<file path="src/rtl/div_pkg.sv">
// Shared definitions for the sequential restoring divider: FSM states and default width.
package div_pkg;
  localparam int DEF_WIDTH = 8;

  typedef enum logic [1:0] {
    IDLE = 2'd0,
    RUN  = 2'd1,
    DONE = 2'd2
  } div_state_e;
endpackage

</file>
<file path="src/rtl/seq_divider_if.sv">
// Request/result bundle between a divider client (master) and the divider (slave).
interface seq_divider_if
  import div_pkg::*;
#(
  parameter int WIDTH = DEF_WIDTH
);
  logic             start;
  logic [WIDTH-1:0] dividend;
  logic [WIDTH-1:0] divisor;
  logic             busy;
  logic             done;
  logic [WIDTH-1:0] quotient;
  logic [WIDTH-1:0] remainder;
  logic             div_by_zero;

  modport master (
    output start, dividend, divisor,
    input  busy, done, quotient, remainder, div_by_zero
  );

  modport slave (
    input  start, dividend, divisor,
    output busy, done, quotient, remainder, div_by_zero
  );
endinterface

</file>
<file path="src/rtl/div_step.sv">
// One restoring-division iteration: shift in a dividend bit, trial-subtract, keep or restore.
module div_step
  import div_pkg::*;
#(
  parameter int WIDTH = DEF_WIDTH
) (
  input  logic [WIDTH:0]   rem_i,
  input  logic             bit_i,
  input  logic [WIDTH-1:0] divisor_i,
  output logic [WIDTH:0]   rem_o,
  output logic             qbit_o
);
  logic [WIDTH+1:0] shifted;
  logic [WIDTH+1:0] trial;

  // One extra bit above the partial remainder carries the sign of the trial subtraction.
  always_comb begin
    shifted = {rem_i, bit_i};
    trial   = shifted - {2'b00, divisor_i};
    qbit_o  = ~trial[WIDTH+1];
    rem_o   = qbit_o ? trial[WIDTH:0] : shifted[WIDTH:0];
  end
endmodule

</file>
<file path="src/rtl/seq_divider.sv">
// Fixed-latency unsigned divider: WIDTH restoring iterations, one quotient bit per cycle, MSB first.
module seq_divider
  import div_pkg::*;
#(
  parameter int WIDTH = DEF_WIDTH
) (
  input  logic          clk,
  input  logic          rst_n,
  seq_divider_if.slave  bus
);
  localparam int CNT_W = $clog2(WIDTH + 1);
  localparam logic [CNT_W-1:0] LAST = CNT_W'(WIDTH - 1);

  div_state_e       state_q, state_d;
  logic [CNT_W-1:0] cnt_q, cnt_d;
  logic [WIDTH:0]   rem_q, rem_d;
  logic [WIDTH-1:0] dvd_q, dvd_d;   // dividend bits out at MSB, quotient bits in at LSB
  logic [WIDTH-1:0] dvs_q, dvs_d;
  logic [WIDTH-1:0] quo_q, quo_d;
  logic [WIDTH-1:0] rmd_q, rmd_d;
  logic             dbz_q, dbz_d;

  logic [WIDTH:0]   step_rem;
  logic             step_qbit;

  div_step #(.WIDTH(WIDTH)) u_step (
    .rem_i     (rem_q),
    .bit_i     (dvd_q[WIDTH-1]),
    .divisor_i (dvs_q),
    .rem_o     (step_rem),
    .qbit_o    (step_qbit)
  );

  always_ff @(posedge clk or negedge rst_n) begin
    if (!rst_n) begin
      state_q <= IDLE;
      cnt_q   <= '0;
      rem_q   <= '0;
      dvd_q   <= '0;
      dvs_q   <= '0;
      quo_q   <= '0;
      rmd_q   <= '0;
      dbz_q   <= 1'b0;
    end else begin
      state_q <= state_d;
      cnt_q   <= cnt_d;
      rem_q   <= rem_d;
      dvd_q   <= dvd_d;
      dvs_q   <= dvs_d;
      quo_q   <= quo_d;
      rmd_q   <= rmd_d;
      dbz_q   <= dbz_d;
    end
  end

  always_comb begin
    state_d = state_q;
    cnt_d   = cnt_q;
    rem_d   = rem_q;
    dvd_d   = dvd_q;
    dvs_d   = dvs_q;
    quo_d   = quo_q;
    rmd_d   = rmd_q;
    dbz_d   = dbz_q;
    unique case (state_q)
      IDLE: begin
        if (bus.start) begin
          dvd_d = bus.dividend;
          dvs_d = bus.divisor;
          rem_d = '0;
          cnt_d = '0;
          if (bus.divisor == '0) begin
            // Zero divisor skips iteration and publishes its fixed result directly.
            state_d = DONE;
            quo_d   = '1;
            rmd_d   = bus.dividend;
            dbz_d   = 1'b1;
          end else begin
            state_d = RUN;
          end
        end
      end
      RUN: begin
        rem_d = step_rem;
        dvd_d = {dvd_q[WIDTH-2:0], step_qbit};
        cnt_d = cnt_q + CNT_W'(1);
        if (cnt_q == LAST) begin
          state_d = DONE;
          cnt_d   = '0;
          quo_d   = {dvd_q[WIDTH-2:0], step_qbit};
          rmd_d   = step_rem[WIDTH-1:0];
          dbz_d   = 1'b0;
        end
      end
      DONE:    state_d = IDLE;
      default: state_d = IDLE;
    endcase
  end

  assign bus.busy        = (state_q == RUN);
  assign bus.done        = (state_q == DONE);
  assign bus.quotient    = quo_q;
  assign bus.remainder   = rmd_q;
  assign bus.div_by_zero = dbz_q;
endmodule

</file>
<file path="src/flat_wrapper.sv">
// flat-port wrapper written by rule: the top's interface ports become plain ports
module seq_divider_flat import div_pkg::*;
#(
  parameter int WIDTH = DEF_WIDTH
)
  (clk, rst_n, bus_start, bus_dividend, bus_divisor, bus_busy, bus_done, bus_quotient, bus_remainder, bus_div_by_zero);
  seq_divider_if #(.WIDTH(WIDTH)) bus_i ();
  input  logic clk;
  input  logic rst_n;
  input wire logic [$bits(bus_i.start)-1:0] bus_start;
  input wire logic [$bits(bus_i.dividend)-1:0] bus_dividend;
  input wire logic [$bits(bus_i.divisor)-1:0] bus_divisor;
  output wire logic [$bits(bus_i.busy)-1:0] bus_busy;
  output wire logic [$bits(bus_i.done)-1:0] bus_done;
  output wire logic [$bits(bus_i.quotient)-1:0] bus_quotient;
  output wire logic [$bits(bus_i.remainder)-1:0] bus_remainder;
  output wire logic [$bits(bus_i.div_by_zero)-1:0] bus_div_by_zero;
  assign bus_i.start = bus_start;
  assign bus_i.dividend = bus_dividend;
  assign bus_i.divisor = bus_divisor;
  assign bus_busy = bus_i.busy;
  assign bus_done = bus_i.done;
  assign bus_quotient = bus_i.quotient;
  assign bus_remainder = bus_i.remainder;
  assign bus_div_by_zero = bus_i.div_by_zero;
  seq_divider #(.WIDTH(WIDTH)) u_core (.clk(clk), .rst_n(rst_n), .bus(bus_i));
endmodule
</file>
<file path="config.mk">
export PLATFORM = sky130hd
export DESIGN_NAME = seq_divider_flat
export DESIGN_NICKNAME = d
export VERILOG_FILES = /design/src/rtl/div_pkg.sv /design/src/rtl/seq_divider_if.sv /design/src/rtl/div_step.sv /design/src/rtl/seq_divider.sv /design/src/flat_wrapper.sv
export SDC_FILE = /design/constraint.sdc
export NUM_CORES = 1
export LEC_CHECK = 0
export CAP_MARGIN = 0
export CORE_MARGIN = 1.5
export CORE_UTILIZATION = 40
export CTS_CLUSTER_SIZE = 25
export DETAILED_ROUTE_END_ITERATION = 8
export PLACE_DENSITY = 0.66
export SYNTH_ARGS = -nofsm -noshare
export SYNTH_HDL_FRONTEND = slang
export SYNTH_SLANG_ARGS = --single-unit
</file>
<file path="constraint.sdc">
create_clock -name clk -period 2.2 [get_ports clk]
set_clock_uncertainty 0.1 [all_clocks]
set_input_delay 0.66 -clock clk [delete_from_list [all_inputs] [get_ports clk]]
set_output_delay 0.66 -clock clk [all_outputs]
set_load 0.05 [all_outputs]
</file>
# Word-level counts from Yosys, hierarchy flattened
# Index checks and enable logic that the tools add are counted.
# totals
reg_bits,48
inputBits,19
output_inout_bits,19
word_cells,48
# op_classes
add_sub_neg,2
eq_ne,6
mux,24
bitwise_logic,1
reduce_logical,7
# ops
operator,count
2-to-1 mux 8 bit,7
case mux 8 bit (2 select lines),3
2-to-1 mux 9 bit,2
case mux 9 bit (2 select lines),1
subtractor 10 x 8 -> 10 bit,1
logical NOT 8 bit,1
2-to-1 mux 4 bit,2
case mux 4 bit (2 select lines),1
2-to-1 mux 2 bit,3
AND reduction 2 bit,3
"adder 4 x 1 -> 4 bit, second input constant",1
"== test 4 x 3 -> 1 bit, second input constant",1
"inequality test 2 x 1 -> 1 bit, second input constant",2
case mux 2 bit (2 select lines),1
AND reduction 4 bit,1
2-to-1 mux 1 bit,3
"== test 2 x 1 -> 1 bit, second input constant",1
"== test 2 bit, second input constant",1
logical NOT 2 bit,1
"inequality test 2 bit, second input constant",1
case mux 1 bit (2 select lines),1
nonzero test 2 bit,1
NOT 1 bit,1

# Depth between registers and ports, before layout
# Gate-level depths: netlist of the first run.
# depth
depth_word,4
ltp_mapped,10
mapped_depth_nobuf,10

# Cells and area by module
# From an unflattened synthesis of the first run, not the netlist that was laid out.
# unflattened
cells_unflattened,216
hier_area_um2,2572.5
# modules_own_cells
mod,n_inst,cells_each,area_each_um2,seq_area_each_um2
seq_divider,1,149,2044.5,1201.2
div_step,1,67,528.0,0.0

# Least setup slack after synthesis of the first run
# Ideal clock, no wire load.
# synth_timing
path_kind,register to register
from,reg u_core.dvd_q[7]
to,reg u_core.rem_q[8]
setup_time_ps,87
arrival_ps,2110
required_ps,2013
slack_ps,-97
stages_incl_launch_ff,11
n_path_buf,0
synth_period_minus_slack_ps,2297
cell_sequence,dfrtp_1 -> inv_1 -> ha_1 -> inv_1 -> fa_1 -> a211oi_1 -> o21ai_0 -> a21oi_1 -> o21bai_1 -> or4_1 -> o211ai_1
# synth_via
elab_chain_cells,3
# synth_rtl
element,line_no,text
from (decl),seq_divider.sv:17,"logic [WIDTH-1:0] dvd_q, dvd_d;"
from (signal assigned),seq_divider.sv:48,dvd_q <= dvd_d;
subtractor 10 x 8 -> 10 bit,div_step.sv:19,"trial = shifted - {2'b00, divisor_i};"
2-to-1 mux 9 bit,div_step.sv:21,rem_o = qbit_o ? trial[WIDTH:0] : shifted[WIDTH:0];
case mux 9 bit (2 select lines),seq_divider.sv:65,unique case (state_q)
to (signal assigned),seq_divider.sv:47,rem_q <= rem_d;
to (decl),seq_divider.sv:16,"logic [WIDTH:0] rem_q, rem_d;"
# No other way between the ends.
# A chain may end at the register's enable or synchronous reset.

# Worst setup path in the final report of the first run
# Ends and elaborated chain as after synthesis.

==> summary.md, run 1 <==
| Metric | Value |
|---|---|
| Status | `finished with violations` |
| Violated checks | `negative setup slack` |
| Post-DRT Antenna Nets | `0` |
| Violation count after the first detailed-routing iteration | `between 100 and 150` |
| Part of the Yosys area used for sequential elements | `roughly 43%` |
| Clock latency of the later-clocked register in the worst-skew pair | `0.31 ns` |
| Total global routing track utilization | `just over 20%` |
| Routed WL | `just over 7 mm` |
| Launch point of the worst reg-to-reg path | `u_core.dvd_q[7]` |
| Number of nets in the synthesized netlist | `approximately 340` |
| Endpoint kind of the worst setup timing path | `register` |
| CTS clock-pin slew for the worst setup and hold paths | `0.10 ns` |
| Number of vias after detailed routing | `roughly 2.5k` |
| Hold Slack | `0.2244 ns` |
| CTS Hold Bufs | `0` |
| Critical path data required time | `between 2 and 2.5 ns` |
| Number of distinct library cells after synthesis | `52` |
| Async S/R FF share, synth | `between 90% and 100%` |
| Max-capacitance violation count | `0` |
| CTS tree | `built` |
| Congestion Overflow GR | `0` |
| Leading post-synthesis cells by instance count | `dfrtp_1 (48), nand2_1 (43), nor2_1 (39)` |
| Nets | `429` |
| Cell area reported after detailed placement | `about 0.0036 mm^2` |
| Crit-path max cell delay | `approximately 0.42 ns` |
| Initial Utilization | `41.04%` |
| CP delay by family, top | `compound AO/OA/AOI/OAI gates` |
| Final setup viols | `10` |
| Setup slack on the worst flop-to-flop path | `-0.20 ns` |
| Crit path buf inv count | `2` |
| Final std cells w/o fill | `between 400 and 500` |
| Worst hold path class | `primary input to async pin` |
| Number of max-slew violations in the final report | `0` |
| Number of placement rows | `30` |
| Clock H-tree levels | `2` |
| Buffers on Ports | `37` |
| Final Hold Fails | `0` |
| Post-Layout Inst Area | `approximately 0.0039 mm^2` |
| CP Data Arrival Time | `2.53 ns` |
| Fill cells | `between 500 and 600` |
| Antenna violations before repair | `0` |
| Yosys warning count | `0` |
| Wirelength per Cell | `approximately 15 um` |
| Final HPWL DP | `~5.2 mm` |
| Number of global-route vias before repair | `approximately 2.5k` |
| Area contributors post-synth | `dfrtp_1 (43%), nand2_1 (5.8%), nor2_1 (5.3%), o21ai_0 (5.2%), a21oi_1 (4.5%)` |
| Post-synthesis cell area | `0.002773 mm^2` |
| Clock root cell | `clkbuf_8` |
| Pin count of the biggest net entering global routing | `49` |
| Logic depth of the worst setup path including buffers | `10` |
| Most frequent cell after synthesis | `dfrtp_1` |
| Area share of the largest cell type after synthesis | `between 40 and 50%` |
| Cell with the largest stage delay on the worst path | `or4_1` |
| Max Fclk | `0.4163 GHz` |
| Critical Setup Path Class | `register to register` |
| Dominant cell type by area after synthesis | `dfrtp_1` |
| Count of unresolved DRC violations after routing | `0` |
| Global-route wire length before repair | `roughly 12 mm` |
| CP Max Fanout | `2` |
| Die width | `roughly 86 um` |
| Critical path startpoint category | `register` |
| Share of the cycle needed by the critical path after routing | `109.2%` |
| TritonCTS sink count | `48` |
| Router iterations before antenna repair | `4` |
| Time the worst path needs with I/O delays and setup | `between 2 and 2.5 ns` |
| Die Span Y | `86.26 um` |
| Number of antenna cells inserted | `0` |
| Avg Vias per Cell | `between 5 and 6` |
| Cell count after synthesis | `~300` |
| Reg-to-reg endpoint | `u_core.rem_q[8]` |
| Final weighted congestion in routability-driven placement | `approximately 0.79` |
| Number of placed cells counting well taps | `466` |
| Footprint of the flip-flops and latches | `0.001201 mm^2` |
| List of cells traversed by the critical path | `inv_2, ha_4, inv_2, fa_2, a211oi_4, o21ai_2, a21oi_2, o21bai_2, or4_1, o211ai_1` |
| Top cell by count, worst path | `inv_2` |
| Number of I/O pins | `38` |
| Normalized max-slew margin | `roughly three fifths` |
| Share of post-route cells with drive strength above 1 | `roughly 33%` |
| Synth Flop Type | `dfrtp_1` |
| Cell count of the worst reg-to-reg path | `10` |
| Syn avg cell area | `between 9 and 10 um^2` |
| Setup repair after global routing missed its margin | `true` |
| Floorplan core area | `about 0.0068 mm^2` |
| Cts bufs inserted | `5` |
| DIE AREA | `~0.0074 mm^2` |
| Post-synth EDFFs | `0` |
| FF+latch count, synth | `48` |
| Area growth from synthesis to layout | `41.79%` |
| Number of buffers between clock root and the deepest sink | `2` |
| Core utilization of the finished layout | `roughly three fifths` |
| Tightest Pin Transition | `~0.60 ns` |
| Multi-input gate area in the final layout | `between 0.0015 and 0.002 mm^2` |
| Worst path setup slack after routing | `-0.2020 ns` |
## routing by layer
metal  vias up  track usage [%]  part of all wire (%)
li1       1260                -                     -
met1      1193            29.07                    49
met2        43            33.21                    47
met3         6            3.714                   3.1
met4         0            4.545                   1.0
met5         -                0                     0
## repair_timing
item / CTS / global route
setup endpoints to repair: 17 / 27
resized for setup: 31 / 9
pin swaps: 14 / 4
buffers inserted: 6 / 2
gates cloned: 0 / 0
## registers in the layout, indices dropped and copies added, names as in the netlist
| name | count |
|---|---|
| u_core.bus.div_by_zero | 1 |
| u_core.cnt_q | 4 |
| u_core.state_q | 2 |
| u_core.dvs_q | 8 |
| u_core.bus.quotient | 8 |
| u_core.rem_q | 9 |
| u_core.dvd_q | 8 |
| u_core.bus.remainder | 8 |
## metrics by stage
stage / setup WS [ns] / setup TNS, ns
after floorplan: -0.01966 / -0.01966
after global placement: -0.2265 / -3.828
after detailed placement: -0.2463 / -4.270
after CTS: -0.2153 / -0.6674
after global routing: -0.2655 / -2.670
final: -0.2020 / -0.4440
## worst max path at each step
stage                     slack (ns)       startpoint                 endpoint
after floorplan                -0.02  u_core.rem_q[5]          u_core.rem_q[8]
after global placement         -0.23   bus_divisor[5]  u_core.bus.remainder[5]
after detailed placement       -0.25   bus_divisor[7]  u_core.bus.remainder[5]
after CTS                      -0.22  u_core.dvd_q[7]          u_core.rem_q[8]
after global routing           -0.27  u_core.dvd_q[7]          u_core.rem_q[8]
final                          -0.20  u_core.dvd_q[7]          u_core.rem_q[8]
## cell usage in the layout, fill, tap and decap left out, types with 4 or more instances in the layout
cell type | synthesis | final
dfrtp_1 | 48 | 48
nor2_1 | 39 | 37
clkdlybuf4s50_1 | 0 | 17
o21ai_1 | 1 | 5
a21oi_1 | 25 | 23
nand3_1 | 6 | 5
clkbuf_8 | 3 | 6
buf_4 | 0 | 75
a21oi_2 | 2 | 4
o21ai_0 | 29 | 23
and3b_1 | 7 | 7
nand2_1 | 43 | 43
ha_1 | 9 | 7
mux2i_1 | 9 | 5
inv_1 | 15 | 11
buf_12 | 0 | 5
nand2b_1 | 5 | 5
## worst reg2reg max path, stage by stage, from the launching register on
cell	delay, ns
dfrtp_1	0.40
inv_2	0.10
ha_4	0.14
inv_2	0.03
fa_2	0.36
a211oi_4	0.27
o21ai_2	0.10
a21oi_2	0.19
o21bai_2	0.11
or4_1	0.42
o211ai_1	0.10
## cell type report
class	count	share of cell area, %
Clock buffer	6	2.101
Clock inverter	2	0.9866
Inverter	15	1.528
Multi-Input combinational cell	229	40.10
Sequential cell	48	30.55
Tap cell	80	2.546
Timing Repair Buffer	101	22.18
## logic make-up (layout without fill, tap and decap cells)
group | count (synthesis) | after routing | share of synthesized area, %
simple gates | 117 | 117 | 19.63
compound gates | 86 | 86 | 19.81
flops | 48 | 48 | 43.32
buf+inv | 31 | 124 | 5.956
fa+ha+maj | 10 | 10 | 4.783
mux | 10 | 10 | 3.655
xor+xnor | 6 | 6 | 2.843
Power of run 1 is left out: the tool's default activity adds up to more than one toggle a clock period on the data nets, which glitch-free logic cannot reach.
==> run 2, diff against run 1 <==
--- a/config.mk
+++ b/config.mk
@@ -8,6 +8,7 @@
 export CAP_MARGIN = 0
 export CORE_MARGIN = 1.5
 export CORE_UTILIZATION = 40
+export CTS_BUF_LIST = sky130_fd_sc_hd__clkbuf_4 sky130_fd_sc_hd__clkbuf_8
 export CTS_CLUSTER_SIZE = 25
 export DETAILED_ROUTE_END_ITERATION = 8
 export PLACE_DENSITY = 0.66
==> results of run 2 <==
Same layout as run 1: the final DEF is identical, and so are final timing and power.
Power of run 2 is left out for the same reason.
==> RTL edit, RTL diff (settings of run 1) <==
Make the reset (`rst_n`) synchronous in one clocked block.
--- a/src/rtl/seq_divider.sv
+++ b/src/rtl/seq_divider.sv
@@ -31,7 +31,7 @@
     .qbit_o    (step_qbit)
   );
 
-  always_ff @(posedge clk or negedge rst_n) begin
+  always_ff @(posedge clk) begin
     if (!rst_n) begin
       state_q <= IDLE;
       cnt_q   <= '0;
Formal check against the unedited RTL: differs if rst_n is asserted again (counterexample within 4 cycles, from zero or initial values and one cycle with rst_n low); with rst_n held inactive, the same outputs for 10 cycles.
==> RTL edit against run 1 <==
The run still ends with setup timing left; maximum frequency up 5.0%; sequential cell count unchanged; wire length down 0.79%; cell area down 5.9%; critical path depth unchanged; worst setup slack better by 0.11 ns; synthesized area down 11%; largest cell class unchanged.
==> RTL edit: results (changes against run 1) <==
- Outcome: finished, violations left
- Failing checks: setup timing
- Cell type of the slowest stage on the worst timing path: sky130_fd_sc_hd__or4_4
- Area growth syn-to-layout: 49.4%
- Layout Cells excl Fill: 444 (-7.7%)
- Non-CTS buffers: 92 (-8.9%)
- Commonest cells in the synthesized netlist: 49 x sky130_fd_sc_hd__nand2_1, 48 x sky130_fd_sc_hd__dfxtp_1, 14 x sky130_fd_sc_hd__a21boi_0
- Pin count of the biggest net entering global routing: 33 (-33%)
- Sum of met2 wire segment lengths after detailed routing: 3.51 mm (+3.3%)
- Slew at the pin with the worst max-slew slack: 0.459 ns (-0.140 ns)
- Vias in the first global route: 2,215 (-9.7%)
- Met1 track demand over resource: 0.288 (-0.00274)
- Placed cell count: 426 (-8.6%)
- Post-route worst hold slack: 0.366 ns (+0.141 ns)
- Wire length per cell: 16.0 um (+7.5%)
- Synth async-reset ratio: 0 (-1.00)
- Capture instance of the worst register-to-register path: u_core.bus.remainder[6]$_SDFFE_PN0P_
- First-pass GRT wire length: 10.8 mm (-9.9%)
- Detailed Place HPWL: 4.73 mm (-8.9%)
- Amount of wire on met3 after detailed routing: 226 um (+2.7%)
- Area taken by flip-flops and latches: 972 um2 (-19%)
- Leading post-synthesis cells by cell area: sky130_fd_sc_hd__dfxtp_1 39%, sky130_fd_sc_hd__nand2_1 7.4%, sky130_fd_sc_hd__ha_1 4.5%
- Data arrival, critical path: 2.44 ns (-0.09 ns)
- Hold crit path type: reg -> reg
- Multi-input gate area in the final layout: 0.00162 mm2 (+3.0%)
- Total Negative Setup Slacks: -0.195 ns (+0.249 ns)
- DRT iter0 DRCs: 172 (+26%)
- Met3 Use GR: 0.0333 (-0.00381)
- Start point of the critical path: u_core.dvd_q[7]$_SDFFE_PN0P_
- Wire length on met1: 3.28 mm (-5.9%)
- Setup Slack @ Placement: -0.495 ns (-0.248 ns)
- Sequential area share after synthesis: 0.388 (-0.0451)
- Final clock-cell share: 0.0372 (+0.00633)
- Number of nets in the synthesized netlist: 314 (-6.8%)
- Floorplan die area: 0.00667 mm2 (-10%)
- Routed vias/inst: 5.58 (+7.2%)
- Global-route track usage on met2: 0.357 (+0.0249)
- Proportion of layout cells with a drive suffix above 1: 0.388 (+0.0584)
- Fin nets: 397 (-7.5%)
- Overall fraction of global-route tracks in use: 0.215 (+0.00895)
- Finish-stage setup viols: 7 (-3)
- Post-route worst setup slack: -0.0886 ns (+0.113 ns)
[RTL edit: cell types whose count changed after synthesis, sizes merged, moves of 7 or more]
cell | before | now
dfxtp | 0 | 48
nor2 | 40 | 11
o21ai | 30 | 15
o221a | 0 | 8
o211a | 0 | 8
and3b | 7 | 0
dfrtp | 48 | 0
nand4 | 1 | 9
a21oi | 27 | 10
a21boi | 0 | 14
[RTL edit: what timing repair did]
item	4_1_cts	5_1_grt
pin swaps	19	23
gates resized for setup	35	44
hold endpoints to repair	0	0
hold buffers	0	0
setup buffers	3	5
setup endpoints to repair	27	20
cloned	1	2
[RTL edit: cells by family (layout without fill, tap and decap cells)]
logic type	after synthesis	count (layout)	synth area share
compound gates	87	88	0.279
mux	5	5	0.0202
buf+inv	29	112	0.0490
xor+xnor	3	3	0.0106
fa+ha+maj	10	10	0.0536
flops	48	48	0.388
simple gates	103	103	0.200
